## src/rtl/hdlc_rx_frame_ctrl.sv

```systemverilog
// HDLC receive frame controller. Sits behind the flag checker, tracks
// hunt/flag/data state, removes stuffed zeros, assembles LSB-first octets
// and reports per-frame status and length.
module hdlc_rx_frame_ctrl #(
  parameter int MIN_BYTES = 4,
  parameter int MAX_BYTES = 2048,
  parameter int LEN_W     = 12
) (
  input  logic             Clk,
  input  logic             Rst,
  input  logic             En,
  input  logic             BitVld,
  input  logic             SRXD,
  input  logic             FFlag,
  input  logic             EFlag,
  output logic [7:0]       RxData,
  output logic             RxVld,
  output logic             RxSof,
  output logic             RxEof,
  output logic [2:0]       RxStat,
  output logic [LEN_W-1:0] RxLen,
  output logic             Sync
);

  localparam logic [2:0] ST_OK    = 3'd0;
  localparam logic [2:0] ST_ABORT = 3'd1;
  localparam logic [2:0] ST_ALIGN = 3'd2;
  localparam logic [2:0] ST_SHORT = 3'd3;
  localparam logic [2:0] ST_LONG  = 3'd4;

  localparam logic [LEN_W-1:0] MIN_LEN = LEN_W'(MIN_BYTES);
  localparam logic [LEN_W-1:0] MAX_LEN = LEN_W'(MAX_BYTES);

  typedef enum logic [1:0] {HUNT, FLAG, DATA} state_t;

  state_t           state, state_nxt;
  logic [2:0]       skip, skip_nxt;
  logic [2:0]       ones, ones_nxt;
  logic [2:0]       bitcnt, bitcnt_nxt;
  logic [LEN_W-1:0] bytecnt, bytecnt_nxt;
  logic [6:0]       shreg, shreg_nxt;
  logic             sof_sent, sof_sent_nxt;
  logic [7:0]       data_nxt;
  logic             vld_nxt, sof_nxt, eof_nxt;
  logic [2:0]       stat_nxt;
  logic [LEN_W-1:0] len_nxt;
  logic [7:0]       octet;
  logic             abort_ev;

  // The shifter only keeps the previous seven bits; the current sample
  // completes the octet (first received bit ends up in bit 0).
  assign octet    = {SRXD, shreg};
  // Disabling the block mid-frame behaves exactly like a received abort.
  assign abort_ev = !En || (BitVld && EFlag);
  assign Sync     = (state != HUNT);

  // Next-state, counter and output decisions for the current sample
  always_comb begin
    state_nxt    = state;
    skip_nxt     = skip;
    ones_nxt     = ones;
    bitcnt_nxt   = bitcnt;
    bytecnt_nxt  = bytecnt;
    shreg_nxt    = shreg;
    sof_sent_nxt = sof_sent;
    data_nxt     = RxData;
    vld_nxt      = 1'b0;
    sof_nxt      = 1'b0;
    eof_nxt      = 1'b0;
    stat_nxt     = RxStat;
    len_nxt      = RxLen;

    if (abort_ev) begin
      if (sof_sent) begin
        eof_nxt  = 1'b1;
        stat_nxt = ST_ABORT;
        len_nxt  = bytecnt;
      end
      state_nxt    = HUNT;
      skip_nxt     = 3'd0;
      ones_nxt     = 3'd0;
      bitcnt_nxt   = 3'd0;
      bytecnt_nxt  = '0;
      sof_sent_nxt = 1'b0;
    end else if (BitVld) begin
      if (FFlag) begin
        // A frame that never produced an octet is dropped without an EOF.
        if (state == DATA && sof_sent) begin
          eof_nxt = 1'b1;
          len_nxt = bytecnt;
          if (bitcnt != 3'd0)      stat_nxt = ST_ALIGN;
          else if (bytecnt < MIN_LEN) stat_nxt = ST_SHORT;
          else                     stat_nxt = ST_OK;
        end
        // Skip the remaining seven flag bits; a flag seen while skipping
        // restarts the skip so shared-zero flags are handled.
        state_nxt    = FLAG;
        skip_nxt     = 3'd7;
        ones_nxt     = 3'd0;
        bitcnt_nxt   = 3'd0;
        bytecnt_nxt  = '0;
        sof_sent_nxt = 1'b0;
      end else if (state == HUNT) begin
        state_nxt = HUNT;
      end else if (state == FLAG && skip != 3'd0) begin
        skip_nxt = skip - 3'd1;
      end else begin
        state_nxt = DATA;
        if (ones == 3'd5 && !SRXD) begin
          ones_nxt = 3'd0;
        end else begin
          shreg_nxt  = octet[7:1];
          ones_nxt   = SRXD ? ((ones == 3'd7) ? 3'd7 : ones + 3'd1) : 3'd0;
          bitcnt_nxt = bitcnt + 3'd1;
          if (bitcnt == 3'd7) begin
            if (bytecnt == MAX_LEN) begin
              // Over-length: the octet is not delivered and the frame closes.
              eof_nxt      = 1'b1;
              stat_nxt     = ST_LONG;
              len_nxt      = MAX_LEN;
              state_nxt    = HUNT;
              ones_nxt     = 3'd0;
              bitcnt_nxt   = 3'd0;
              bytecnt_nxt  = '0;
              sof_sent_nxt = 1'b0;
            end else begin
              vld_nxt      = 1'b1;
              data_nxt     = octet;
              sof_nxt      = !sof_sent;
              sof_sent_nxt = 1'b1;
              bytecnt_nxt  = bytecnt + 1'b1;
            end
          end
        end
      end
    end
  end

  // Frame state register
  always_ff @(posedge Clk) begin
    if (Rst) state <= HUNT;
    else     state <= state_nxt;
  end

  // Counters, octet shifter and registered outputs
  always_ff @(posedge Clk) begin
    if (Rst) begin
      skip     <= 3'd0;
      ones     <= 3'd0;
      bitcnt   <= 3'd0;
      bytecnt  <= '0;
      shreg    <= 7'd0;
      sof_sent <= 1'b0;
      RxData   <= 8'd0;
      RxVld    <= 1'b0;
      RxSof    <= 1'b0;
      RxEof    <= 1'b0;
      RxStat   <= ST_OK;
      RxLen    <= '0;
    end else begin
      skip     <= skip_nxt;
      ones     <= ones_nxt;
      bitcnt   <= bitcnt_nxt;
      bytecnt  <= bytecnt_nxt;
      shreg    <= shreg_nxt;
      sof_sent <= sof_sent_nxt;
      RxData   <= data_nxt;
      RxVld    <= vld_nxt;
      RxSof    <= sof_nxt;
      RxEof    <= eof_nxt;
      RxStat   <= stat_nxt;
      RxLen    <= len_nxt;
    end
  end

endmodule

```

## config.mk

```make
export PLATFORM = sky130hd
export DESIGN_NAME = hdlc_rx_frame_ctrl
export DESIGN_NICKNAME = d
export VERILOG_FILES = /design/src/rtl/hdlc_rx_frame_ctrl.sv
export SDC_FILE = /design/constraint.sdc
export NUM_CORES = 1
export LEC_CHECK = 0
export CAP_MARGIN = 20
export CORE_ASPECT_RATIO = 0.7
export CORE_MARGIN = 3
export CORE_UTILIZATION = 55
export DETAILED_ROUTE_END_ITERATION = 10
export DONT_BUFFER_PORTS = 1
export PLACE_DENSITY = 0.73
export SYNTH_ARGS = -nofsm -noshare
export SYNTH_HDL_FRONTEND = slang
export SYNTH_SLANG_ARGS = --single-unit
```

## constraint.sdc

```tcl
create_clock -name Clk -period 2.1 [get_ports Clk]
set_input_delay 0.315 -clock Clk [delete_from_list [all_inputs] [get_ports Clk]]
set_output_delay 0.315 -clock Clk [all_outputs]
set_load 0.05 [all_outputs]
```

==> results of run 1 <==
## cells in the final DEF (no fill, tap or decap), types with 3 or more instances in the layout
cell type   instances
clkinvlp_4          3
o21ai_0            11
a21boi_0            3
dfxtp_1            57
nor3_1              5
buf_4              24
mux2i_1            15
clkbuf_8           10
nand3_1            19
inv_1              14
nor2_1             29
a32o_1              3
nand4_1             3
or2_2               3
ha_1                8
a21oi_1            30
nand2_1            33
nand3b_1            3
## repair_timing
item / 4_1_cts / 5_1_grt
endpoints found under the hold margin: 0 / 0
setup endpoints to repair: 9 / 20
gates resized for setup: 1 / 2
setup buffers: 1 / 2
pin swaps: 1 / 2
## state kept, by name (all words and copies together), names as in the netlist
register,count
RxLen,12
bytecnt,12
RxData,8
shreg,7
RxStat,3
bitcnt,3
ones,3
skip,3
state,2
RxEof,1
RxSof,1
RxVld,1
sof_sent,1
## cells by family after synthesis
kind of cell / count (synthesis) / synth area share, %
buffers and inverters: 27 / 4.24
flip-flops: 57 / 44.0
adder cells (fa/ha/maj): 9 / 4.34
AND/OR/NAND/NOR: 119 / 23.3
multiplexers: 15 / 5.79
AO/OA/AOI/OAI: 70 / 18.3
## worst max-delay path by stage
stage	start	endpoint	slack [ps]	cells past startpoint
2_1_floorplan	bytecnt[9]$_SDFFE_PP0P_	RxStat[0]$_SDFFE_PP0P_	-20	5
3_3_place_gp	skip[0]$_SDFFE_PP0P_	RxData[1]$_SDFFE_PP0P_	30	8
5_1_grt	skip[0]$_SDFFE_PP0P_	bytecnt[9]$_SDFFE_PP0P_	-120	8
6_report	skip[0]$_SDFFE_PP0P_	bytecnt[9]$_SDFFE_PP0P_	4	8
4_1_cts	skip[0]$_SDFFE_PP0P_	bytecnt[9]$_SDFFE_PP0P_	-40	8
3_5_place_dp	skip[0]$_SDFFE_PP0P_	RxData[7]$_SDFFE_PP0P_	-70	8
## metrics by stage
step / setup slack, ps / std cells
6_report: 4.32 / 380
5_1_grt: -115 / 380
4_1_cts: -39.6 / 378
3_5_place_dp: -70.9 / 361
3_3_place_gp: 25.0 / 361
2_1_floorplan: -22.5 / 297
## report_power, final
| group | switching [mW] | internal [mW] | total [mW] |
|---|---|---|---|
| Clock | 0.470 | 0.581 | 1.05 |
| Combinational | 0.0462 | 0.0256 | 0.0719 |
| Sequential | 0.00168 | 1.08 | 1.09 |
## per-layer routing
metal	vias to the layer above	share of wire (%)	global-route usage, %
met4	0	1.1	6.60
met1	1068	49	35.6
met3	9	8.9	10.6
met2	87	41	32.5
met5	-	0	0
li1	1115	-	-
## layout make-up
| cell class | count | share of cell area, % |
|---|---|---|
| well taps | 55 | 2.27 |
| inverters | 14 | 1.74 |
| clock buffers | 10 | 4.55 |
| repair buffers | 25 | 6.61 |
| clock inverters | 6 | 2.19 |
| flip-flops and latches | 57 | 37.7 |
| multi-input cells | 213 | 45.0 |
## worst max-delay path, stage by stage (launching register included)
cell,delay (ps)
dfxtp_1,300
inv_1,80
ha_1,160
ha_2,180
a211o_1,160
nand4_1,140
or2_4,320
or4_2,600
o21ai_0,90
==> impl_metrics.yaml, run 1 <==
run_status:
  outcome: "finished clean"
drt:
  route.detailed.drc: 0
  via_count: 2279
  vias_per_cell: 6.00
  wl_per_cell_um: 16.1
  ant_nets: 0
  dr.first_iter.drc_count: 223
  drt_pre_antenna_iters: 5
  drt_wl_total_mm: 6.12
cts:
  hold_buffers: 0
  worstSkewPairLatency_ps: 350
  cts_buffers: 9
  cts_tree: "done"
  root_buffer: "clkbuf_8"
  cts.sinks: 57
  htree_levels: 3
  clockBufferDepth: 2
  clkTransAtPathRegs_ps: 70
timing:
  max_freq_mhz: 477
  fin_crit_sh_pct: 99.8
  timing.hold.ws_ps: 34.7
  finalSetupViolCount: 0
  fin_skew_ps: 8.46
  rsz0062_at_grt: "yes"
  post-route-min-period_ps: 2100
  finalHoldViolations: 0
  max_slew.worst_pin.slew_ps: 521
  setup_tns_ps: 0
  max_slew_margin_pct: 65.2
  maxSlewViolCount: 0
logic_synthesis:
  async_flop_share_pct: 0
  ys_top_cells_by_count: "dfxtp_1 (57), nand2_1 (33), a21oi_1 (30), nor2_1 (30), nand3_1 (19)"
  syn_area_um2: 2590
  synth_seq_cells: 57
  yosysMostFrequentCell: "dfxtp_1"
  synth.distinct_cells: 53
  yosysTopAreaCell: "dfxtp_1"
  synth_area_leaders: "dfxtp_1 (44%), a21oi_1 (5.8%), mux2i_1 (5.8%), nand2_1 (4.8%), ha_1 (4.3%)"
  synth_edf_count: 0
  ys_warn_count: 0
  synth_top_area_share_pct: 44.0
  synth_fp_nets: 313
  synth-seq-area-share_pct: 44.0
  synthCells: 297
  syn_avg_cell_area_um2: 8.74
  ys.flop_type: "dfxtp_1"
worst_setup_path:
  crit_fanout: 8
  endpoint_kind: "flip-flop"
  cp_data_arrival_time_ps: 2370
  reg2reg_slack_ps: 4
  startpoint_type: "flip-flop"
  required_ps: 2380
  r2r-start: "skip[0]$_SDFFE_PP0P_"
  ff2ff_path_depth: 8
  path_class: "reg -> reg"
  rr_endpoint: "bytecnt[9]$_SDFFE_PP0P_"
global_route:
  gr-total-overflow: 0
  grt_max_degree: 32
  grt_pass1_vias: 2154
  antenna_found_initial: 0
  track_usage_pct: 24.4
  grt_pass1_wl_mm: 10.6
place:
  hpwl_mm: 4.12
  place_congestion: 0.890
  io_buffers: 0
  placed_area_um2: 2780
layout:
  register_area_um2: 1140
  fillers: 362
  utilization_pct: 68.0
  diodes: 0
  drive_gt1_share_pct: 18.2
  multiInputGateArea_um2: 1360
  syn2layout_area_growth_pct: 16.7
  design_area_um2: 3030
  nNetsFinal: 336
hold_path:
  hold_end: "RxData[7]$_SDFFE_PP0P_"
  holdCritStartpoint: "Rst"
  min_delay_path_depth: 1
  hold_path_class: "in -> reg"
die:
  num_io_pins: 34
  coreArea_um2: 4450
  die_x_um: 88.1
  start_util_pct: 58.3
  dieArea_um2: 5590
  die_h_um: 63.5
  placementRows: 20
power:
  total_leakage_power_nw: 1.07
  ir_drop_v: 0.000475
  power_density_nw_per_um2: 729
  p_total_mw: 2.21
run:
  maxCapViolations: 0
(Power assumes the default switching activity.)
==> run 2, diff against run 1 <==
Settings changed: PLACE_DENSITY 0.73 to 0.7.
Clock period 2.1 ns to 2.65 ns, I/O delays scaled along.
==> run 2 against run 1 <==
Register-to-register slack gained 390 ps. Routed wire length shrank 9.2%. First-iteration DRC count shrank 42%. Critical path type unchanged. Critical endpoint unchanged. Largest cell class unchanged. Highest routed layer unchanged.
==> impl_metrics.yaml, run 2 (synthesis results as in run 1) <==
timing:
  post-route-min-period_ps: 2260
  finalHoldViolations: 0
  max_freq_mhz: 443
  maxSlewViolCount: 0
  worst_slack_ps: 392
  fin_skew_ps: 10.3
  max_slew.worst_pin.slew_ps: 817
  setup_tns_ps: 0
  finalSetupViolCount: 0
  fin_crit_sh_pct: 85.2
  rsz0062_at_grt: "no"
  max_slew_margin_pct: 45.2
global_route:
  grt_pass1_vias: 1958
  grt_max_degree: 32
  grt_pass1_wl_mm: 9.51
  antenna_found_initial: 0
  track_usage_pct: 22.0
  gr-total-overflow: 0
layout:
  final_cell_mix: "dfxtp_1 (57), nand2_1 (33), nor2_1 (30), a21oi_1 (30), nand3_1 (19)"
  nNetsFinal: 315
  drive_gt1_share_pct: 10.9
  reg_top3: "RxLen x12, bytecnt x12, RxData x8"
  diodes: 0
  syn2layout_area_growth_pct: 9.11
  layout_commonest_cell: "dfxtp_1"
  design_area_um2: 2830
place:
  hpwl_mm: 3.93
  place_congestion: 0.888
  placed_area_um2: 2640
  pre_cts_ws_ps: 418
  io_buffers: 0
cts:
  cts_buffers: 9
  clkTransAtPathRegs_ps: 70
  cts_resized: 0
  post_cts_buffers: 0
  htree_levels: 3
  root_buffer: "clkbuf_8"
  clockBufferDepth: 2
  worstSkewPairLatency_ps: 330
  cts.sinks: 57
  hold_buffers: 0
  cts_tree: "done"
die:
  num_io_pins: 34
  die_h_um: 63.5
  dieArea_um2: 5590
  start_util_pct: 58.3
  coreArea_um2: 4450
  placementRows: 20
  die_x_um: 88.1
worst_setup_path:
  crit_fanout: 8
  required_ps: 2910
  startpoint_type: "flip-flop"
  path_class: "reg -> reg"
  cp_data_arrival_time_ps: 2520
  endpoint_kind: "flip-flop"
drt:
  drt_pre_antenna_iters: 4
  dr.first_iter.drc_count: 130
  wl_per_cell_um: 15.5
  via_count: 2137
  drt_wl_total_mm: 5.55
  route.detailed.drc: 0
  vias_per_cell: 5.97
  ant_nets: 0
run:
  maxCapViolations: 0
power:
  power_density_nw_per_um2: 604
  p_total_mw: 1.71
  total_leakage_power_nw: 0.969
  ir_drop_v: 0.000390
run_status:
  outcome: "finished clean"
hold_path:
  hold_path_class: "in -> reg"
run 2: path summary, 6_finish.rpt:
| kind | startpoint | endpoint | slack, ps | cells after the start |
|---|---|---|---|---|
| hold reg to reg | bitcnt[0]$_SDFFE_PP0P_ | bitcnt[0]$_SDFFE_PP0P_ | 480 | 2 |
| setup / recovery | skip[0]$_SDFFE_PP0P_ | bytecnt[9]$_SDFFE_PP0P_ | 390 | 8 |
| hold / removal | Rst | RxStat[2]$_SDFFE_PP0P_ | 130 | 1 |
| setup reg to reg | skip[0]$_SDFFE_PP0P_ | bytecnt[9]$_SDFFE_PP0P_ | 390 | 8 |
run 2: metrics by stage:
step,cells,hold slack (ps),utilization (%)
6_report,358,127,63.6
5_1_grt,358,112,63.6
4_1_cts,358,114,63.6
3_5_place_dp,343,466,59.2
3_3_place_gp,343,460,59.2
2_1_floorplan,297,449,-
run 2: report_power, final:
group | leakage (nW) | internal [mW] | total (mW) | switching (mW)
logic | 0.408 | 0.0164 | 0.0502 | 0.0337
clock network | 0.102 | 0.477 | 0.798 | 0.321
registers | 0.459 | 0.859 | 0.861 | 0.00134
total | 0.969 | 1.35 | 1.71 | 0.356
run 2: per-layer routing:
metal / track usage [%] / wire [um] / part of all wire (%) / up-vias
met2: 29.3 / 2180 / 39 / 63
met1: 32.3 / 2920 / 53 / 993
li1: - / - / - / 1074
met3: 8.24 / 390 / 7.0 / 7
met5: 0 / 0 / 0 / -
met4: 6.79 / 65 / 1.2 / 0
run 2: layout make-up:
cell class | count | area, um2
clock inverters | 3 | 40.0
inverters | 14 | 52.6
flip-flops and latches | 57 | 1140
multi-input cells | 213 | 1340
fillers | 388 | 1620
clock buffers | 12 | 155
well taps | 55 | 68.8
repair buffers | 4 | 30.0
run 2: critical path: stages (launching register included):
cell	delay (ps)
dfxtp_1	300
inv_1	80
ha_1	160
ha_1	200
a211o_1	180
nand4_1	180
or2_2	400
or4_2	620
o21ai_0	90
==> run 3, diff against run 2 <==
Settings changed: RECOVER_POWER set to 50.
==> run 3 against run 2 <==
Global-route usage is the same. Sequential power barely moved. First-iteration DRC count up 0.77%. Hold slack improved by 2.9 ps. Critical path type unchanged. Largest power group unchanged.
==> impl_metrics.yaml, run 3 (synthesis results as in run 1) <==
hold_path:
  hold_path_class: "in -> reg"
  hold_end: "RxStat[2]$_SDFFE_PP0P_"
  holdCritStartpoint: "Rst"
  min_delay_path_depth: 1
worst_setup_path:
  required_ps: 2870
  critPathTopFamily: "simple AND/OR/NAND/NOR gates"
  crit_fanout: 8
  slowest_stage: "or4_1"
  r2r-start: "bytecnt[9]$_SDFFE_PP0P_"
  cpPeakStageDelay_ps: 600
  rr_endpoint: "bytecnt[10]$_SDFFE_PP0P_"
  cp_data_arrival_time_ps: 2570
  crit_path_cell_trace: "or4_1 > nor4_4 > clkbuf_1 > or2_2 > nor2_1 > a32o_1"
  startpoint_type: "flip-flop"
  reg2reg_slack_ps: 290
  path_class: "reg -> reg"
  ff2ff_path_depth: 6
  crit_buf_inv: 1
  critPathLaunch: "bytecnt[9]$_SDFFE_PP0P_"
  endpoint_kind: "flip-flop"
timing:
  finalSetupViolCount: 0
  rsz0062_at_grt: "no"
  max_slew_margin_pct: 16.6
  finalHoldViolations: 0
  fin_crit_sh_pct: 88.9
  fin_skew_ps: 9.71
  setup_tns_ps: 0
  max_freq_mhz: 425
  maxSlewViolCount: 0
  post-route-min-period_ps: 2360
  max_slew.worst_pin.slew_ps: 1240
drt:
  ant_nets: 0
  drt_pre_antenna_iters: 4
  vias_per_cell: 5.92
  wl_per_cell_um: 15.5
  dr.first_iter.drc_count: 131
  drt_wl_total_mm: 5.53
  route.detailed.drc: 0
  via_count: 2120
cts:
  cts_buffers: 9
  clockBufferDepth: 2
  htree_levels: 3
  clkTransAtPathRegs_ps: 60
  worstSkewPairLatency_ps: 330
  hold_buffers: 0
  cts_tree: "done"
  cts_resized: 0
  post_cts_buffers: 0
  cts.sinks: 57
  root_buffer: "clkbuf_8"
layout:
  layout_commonest_cell: "dfxtp_1"
  reg_top3: "RxLen x12, bytecnt x12, RxData x8"
  stdcell_count: 358
  drive_gt1_share_pct: 9.57
  final_cell_mix: "dfxtp_1 (57), nand2_1 (33), nor2_1 (30), a21oi_1 (30), nand3_1 (19)"
  design_area_um2: 2820
  fillers: 390
  syn2layout_area_growth_pct: 8.53
  diodes: 0
  nNetsFinal: 315
place:
  io_buffers: 0
  hpwl_mm: 3.93
  dp.cells: 343
  place_congestion: 0.888
  placed_area_um2: 2640
power:
  ir_drop_v: 0.000390
  total_leakage_power_nw: 0.961
  power_density_nw_per_um2: 605
die:
  die_x_um: 88.1
  coreArea_um2: 4450
  die_h_um: 63.5
  start_util_pct: 58.3
  dieArea_um2: 5590
  placementRows: 20
  num_io_pins: 34
global_route:
  antenna_found_initial: 0
  grt_pass1_wl_mm: 9.51
  gr-total-overflow: 0
  grt_pass1_vias: 1958
  track_usage_pct: 22.0
  grt_max_degree: 32
run:
  maxCapViolations: 0
run_status:
  outcome: "finished clean"
-- run 3: changes by cell type in the layout (fill, tap and decap cells not counted) --
cell / previous run / this run
or2_0: 0 / 1
nor3_2: 2 / 1
buf_4: 4 / 2
and2_0: 1 / 2
and2_1: 2 / 1
or2_2: 4 / 3
or4_1: 3 / 4
or4_4: 1 / 0
clkbuf_1: 1 / 2
clkbuf_2: 0 / 1
nor3_1: 5 / 6
-- run 3: through the flow --
step                      worst slack (ps)  power [mW]  hold WS (ps)  utilization (%)
after floorplan                        522       0.927           449                -
after global placement                 498       0.928           460             59.2
after detailed placement               418       0.929           466             59.2
after CTS                              400        1.73           114             63.6
after global routing                   126        1.78           112             63.2
final                                  295        1.71           130             63.2
-- run 3: power by group --
group / internal [mW] / total [mW] / switching, mW
sequential: 0.859 / 0.861 / 0.00133
combinational: 0.0162 / 0.0497 / 0.0335
clock: 0.477 / 0.795 / 0.318
-- run 3: final cells by class --
type | count | area, um2 | area share (%)
clock buffers | 12 | 155 | 5.51
clock inverters | 3 | 40.0 | 1.42
inverters | 14 | 52.6 | 1.87
multi-input cells | 213 | 1340 | 47.4
flip-flops and latches | 57 | 1140 | 40.5
well taps | 55 | 68.8 | 2.44
repair buffers | 4 | 23.8 | 0.844
-- run 3: worst max path at each step --
stage / to / slack [ps] / cells after the start
2_1_floorplan: bytecnt[9]$_SDFFE_PP0P_ / 520 / 9
3_3_place_gp: bytecnt[9]$_SDFFE_PP0P_ / 500 / 8
3_5_place_dp: bytecnt[9]$_SDFFE_PP0P_ / 420 / 8
4_1_cts: bytecnt[9]$_SDFFE_PP0P_ / 400 / 8
5_1_grt: shreg[5]$_SDFFE_PP0P_ / 130 / 7
6_report: bytecnt[10]$_SDFFE_PP0P_ / 290 / 6
-- run 3: routing by layer --
metal / part of all wire (%) / global-route usage [%]
met3: 6.3 / 8.24
met1: 53 / 32.3
met5: 0 / 0
met4: 0.72 / 6.79
met2: 40 / 29.3
